==> src/rtl/gate_pkg.sv <==
// gate_pkg: shared encodings for the gate sweep controller and its reference model.
package gate_pkg;
    localparam int DEF_WIDTH = 10;
    localparam logic [1:0] OP_OR  = 2'd0;
    localparam logic [1:0] OP_AND = 2'd1;
    localparam logic [1:0] OP_XOR = 2'd2;
    localparam logic [1:0] OP_NOR = 2'd3;
    typedef enum logic [1:0] {ST_IDLE, ST_SETTLE, ST_CHECK, ST_DONE} state_t;
endpackage

==> src/rtl/gate_ref_model.sv <==
// gate_ref_model: reference reduction of a gate input vector selected by op.
module gate_ref_model
    import gate_pkg::*;
#(
    parameter int WIDTH = DEF_WIDTH
) (
    input  logic [WIDTH-1:0] vec,
    input  logic [1:0]       op,
    output logic             expected
);
    always_comb expected = op == OP_OR  ? |vec :
                           op == OP_AND ? &vec :
                           op == OP_XOR ? ^vec : ~|vec;
endmodule

==> src/rtl/gate_sweep_ctrl.sv <==
// gate_sweep_ctrl: exhaustive vector sweep of a combinational gate with settle delay,
// saturating mismatch count and first-failure capture.
module gate_sweep_ctrl
    import gate_pkg::*;
#(
    parameter int WIDTH  = DEF_WIDTH,
    parameter int SETTLE = 1,
    parameter int ERR_W  = 11
) (
    input  logic             clk,
    input  logic             rst,
    input  logic             start,
    input  logic             abort,
    input  logic [1:0]       op,
    output logic [WIDTH-1:0] vec,
    input  logic             dut_out,
    output logic             busy,
    output logic             done,
    output logic             pass,
    output logic [ERR_W-1:0] err_count,
    output logic [WIDTH-1:0] first_fail,
    output logic             fail_strobe
);
    localparam int CW = SETTLE > 1 ? $clog2(SETTLE) : 1;

    state_t state_q, state_d;
    logic [WIDTH-1:0] vec_q, vec_d, ff_q, ff_d;
    logic [CW-1:0] cnt_q, cnt_d;
    logic [ERR_W-1:0] err_q, err_d;
    logic [1:0] op_q, op_d;
    logic expected, mismatch;

    gate_ref_model #(.WIDTH(WIDTH)) u_ref (.vec(vec_q), .op(op_q), .expected(expected));

    assign mismatch = state_q == ST_CHECK && dut_out != expected;
    assign busy = state_q == ST_SETTLE || state_q == ST_CHECK;

    always_comb begin
        state_d = state_q;
        vec_d = vec_q;
        ff_d = ff_q;
        cnt_d = cnt_q;
        err_d = err_q;
        op_d = op_q;
        if (busy && abort) begin
            state_d = ST_IDLE;
        end else if (!busy && start) begin
            state_d = ST_SETTLE;
            vec_d = '0;
            ff_d = '0;
            err_d = '0;
            op_d = op;
            cnt_d = CW'(SETTLE - 1);
        end else if (state_q == ST_SETTLE) begin
            if (cnt_q == '0) state_d = ST_CHECK;
            else cnt_d = cnt_q - 1'b1;
        end else if (state_q == ST_CHECK) begin
            // a zero count means no mismatch yet this run, since it saturates rather than wraps
            if (mismatch) begin
                if (err_q == '0) ff_d = vec_q;
                if (err_q != '1) err_d = err_q + 1'b1;
            end
            if (vec_q == '1) begin
                state_d = ST_DONE;
            end else begin
                state_d = ST_SETTLE;
                vec_d = vec_q + 1'b1;
                cnt_d = CW'(SETTLE - 1);
            end
        end
    end

    always_ff @(posedge clk) begin
        if (rst) begin
            state_q <= ST_IDLE;
            vec_q <= '0;
            ff_q <= '0;
            cnt_q <= '0;
            err_q <= '0;
            op_q <= OP_OR;
        end else begin
            state_q <= state_d;
            vec_q <= vec_d;
            ff_q <= ff_d;
            cnt_q <= cnt_d;
            err_q <= err_d;
            op_q <= op_d;
        end
    end

    assign vec = vec_q;
    assign done = state_q == ST_DONE;
    assign pass = done && err_q == '0;
    assign err_count = err_q;
    assign first_fail = ff_q;
    assign fail_strobe = mismatch;
endmodule

==> config.mk <==
export PLATFORM = sky130hd
export DESIGN_NAME = gate_sweep_ctrl
export DESIGN_NICKNAME = d
export VERILOG_FILES = /design/src/rtl/gate_pkg.sv /design/src/rtl/gate_ref_model.sv /design/src/rtl/gate_sweep_ctrl.sv
export SDC_FILE = /design/constraint.sdc
export NUM_CORES = 1
export LEC_CHECK = 0
export CORE_MARGIN = 2
export CORE_UTILIZATION = 40
export DETAILED_ROUTE_END_ITERATION = 16
export PLACE_DENSITY = 0.62
export SYNTH_ARGS = -nofsm -noshare
export SYNTH_HDL_FRONTEND = slang
export SYNTH_SLANG_ARGS = --single-unit
==> constraint.sdc <==
create_clock -name clk -period 2.61 [get_ports clk]
set_clock_uncertainty 0.05 [all_clocks]
set_input_delay 0.522 -clock clk [delete_from_list [all_inputs] [get_ports clk]]
set_output_delay 0.522 -clock clk [all_outputs]
set_load 0.02 [all_outputs]
==> results.toml <==
[routing]
dr.pass1.iters = 4
vias = 1960
vias_per_cell = 5.158
wl_um = 5340
dr.first_iter.drc_count = 82
route.detailed.drc = 0
wire_per_inst_um = 14.05
ant_nets = 0

[clocking]
clk_latency_ps = 290
cts_buffer_depth = 2
cts_root_buf = "clkbuf_8"
clkTransAtPathRegs_ps = 80
cts-htree-levels = 2
cts_tree = "done"
cts_sinks = 35
cts_made_buffers = 5

[worst_setup_path]
crit_family = "XOR/XNOR gates"
cp-end-kind = "primary output"
r2r_setup_slack_ps = 230
setup.worst_path.start = "vec[0]"
slowest_delay_ps = 380
critPathKind = "flop to primary output"
path_depth = 9
required_ps = 2040
r2r_start = "vec[0]"
worst_r2r_path_depth = 10
worstPathArrival_ps = 2070
worstPathCellList = "inv_2 > ha_4 > xnor3_1 > xnor2_1 > nand3b_2 > nand2_2 > xor2_2 > nor2_2 > buf_6"
slowest_stage = "xnor3_1"
worst-path-buf-inv = 2
rr_endpoint = "err_count[9]"
cp-start-kind = "flop"
critPathMaxFanout = 2

[placement]
dp_hpwl_um = 3845
gp_congestion = 0.8110
port_buffers = 41
place_inst = 368

[floorplanning]
fp.dieW_um = 74.41
core_area_um2 = 4755
start_util_pct = 41.71
die_area_um2 = 5537
io_pins = 42
die_y_um = 74.41
rows = 25

[global_route]
antenna_found_initial = 0
grt_overflow_total = 0
grt_pass1_vias = 1789
grt_use_total_pct = 20.31
grt_pass1_wl_um = 8659
grt_start_max_net_pins = 13

[hold_path]
hold_class = "flop to flop"
hold_start = "first_fail[4]"
worstHoldPathCells = 1
worstHoldEndpoint = "first_fail[4]"

[timing]
worst_slack_ps = -28.95
drv_slew = 0
setup_viol = 1
fmax_mhz = 378.9
rsz0062_at_grt = "yes"
tightest_slew_ps = 484.8
hold_viol = 0
fin_crit_sh_pct = 101.1
period_minus_slack_ps = 2639
relSlewSlack_pct = 67.22

[layout]
layout_common_cells = "46 x buf_4, 39 x clkdlybuf4s50_1, 29 x dfxtp_1, 20 x nand2_1, 17 x nor2_1"
fin_cells = 380
fin_util_pct = 61.97
antennaDiodeCount = 0
area_growth_pct = 48.58
drive_gt1_share_pct = 25.56
nets = 334
fillers = 419
final_common_cell = "buf_4"

[synthesis]
post_synth.cell_area_avg_um2 = 8.814
synthCells = 225
yosysWarnings = 0
syn_area_um2 = 1983
synth_top_area_share_pct = 35.33
synth.area.top_cells = "dfxtp_1 35%, ha_1 9.5%, a22o_1 4.4%, xnor2_1 4.4%, nand2_1 3.8%"
ys_seq_elements = 35
synthesis.nets = 247
ys_seq_area_share_pct = 35.33
synth_cell_types = 39
synth_top_area_cell = "dfxtp_1"

[flow_run]
drv_cap = 0

[pwr]
ir_worst_vdd_mv = 0.5931
p_leak_nw = 1.165
cellPowerDensity_nw_per_um2 = 722.1
p_total_mw = 2.128

[status]
failed_checks = "setup timing"
status = "finished with violations"
==> where the power goes <==
group | switching, mW | leakage [nW] | internal, mW
combinational | 0.575 | 0.821 | 0.456
clock | 0.212 | 0.0581 | 0.284
sequential | 0.0310 | 0.286 | 0.569
total | 0.818 | 1.16 | 1.31
==> state kept, by name (all words and copies together), names as in the netlist <==
| signal | count |
|---|---|
| err_count | 11 |
| first_fail | 10 |
| vec | 10 |
| op_q | 2 |
| state_q | 2 |
==> cells by family after synthesis <==
logic type	count (synthesis)	synth area share (%)
buf+inv	24	5.300
flops	35	35.33
simple gates	97	27.13
xor+xnor	13	7.193
compound gates	41	15.58
fa+ha+maj	15	9.464
==> synth_stat cells, drive strengths merged <==
library cell,count
and4b,1
buf,2
nand4bb,1
xnor2,11
o21ai,4
nor4,3
ha,15
or4,2
nand2b,4
a21oi,9
and2,2
or3,7
nor2,18
nor2b,2
clkbuf,5
and3,5
nand4,7
o31ai,1
nand3b,2
nor3,4
xor2,1
nand2,21
o211ai,8
inv,17
a31oi,7
and4,4
nand3,10
or2,2
xnor3,1
o21a,1
a22o,10
a211oi,1
nor4b,2
dfxtp,35
==> per-layer routing <==
metal / share of wire [%] / vias up / global-route usage [%]
met4: 1.2 / 0 / 5.952
met3: 3.7 / 8 / 2.846
li1: - / 982 / -
met5: 0 / - / 0
met2: 46 / 42 / 30.97
met1: 49 / 928 / 29.83
==> worst max path at each step <==
stage / end / slack [ps]
finish: fail_strobe / -30
global route: fail_strobe / -130
CTS: fail_strobe / -60
detailed placement: fail_strobe / -170
global placement: fail_strobe / -150
floorplan: fail_strobe / 60
==> through the flow <==
stage                     TNS (ps)  setup WS [ps]  hold WS [ps]  cell area (um^2)
after CTS                   -61.02         -61.02         438.1              2915
after global placement      -152.8         -152.8         409.8              2759
final                       -28.95         -28.95         430.3              2947
after global routing        -132.8         -132.8         468.7              2947
after detailed placement    -167.0         -167.0         417.4              2759
after floorplan                  0          63.19         431.7              1991
==> layout make-up <==
type                    count  area (um^2)  area share (%)
multi-input cells         166         1219           41.36
repair buffers             87        759.5           25.77
flip-flops and latches     35        708.2           24.03
well taps                  67        83.83           2.845
clock buffers               5        68.82           2.335
inverters                  17        63.81           2.166
clock inverters             3        43.79           1.486
==> repair_timing <==
| action | in CTS | in global routing |
|---|---|---|
| resized for setup | 13 | 5 |
| buffers inserted | 2 | 2 |
| hold buffers | 0 | 0 |
| setup endpoints to repair | 1 | 2 |
| pin swaps | 5 | 5 |
| gates cloned | 0 | 0 |
No activity file was read; power rests on OpenSTA's default activity.
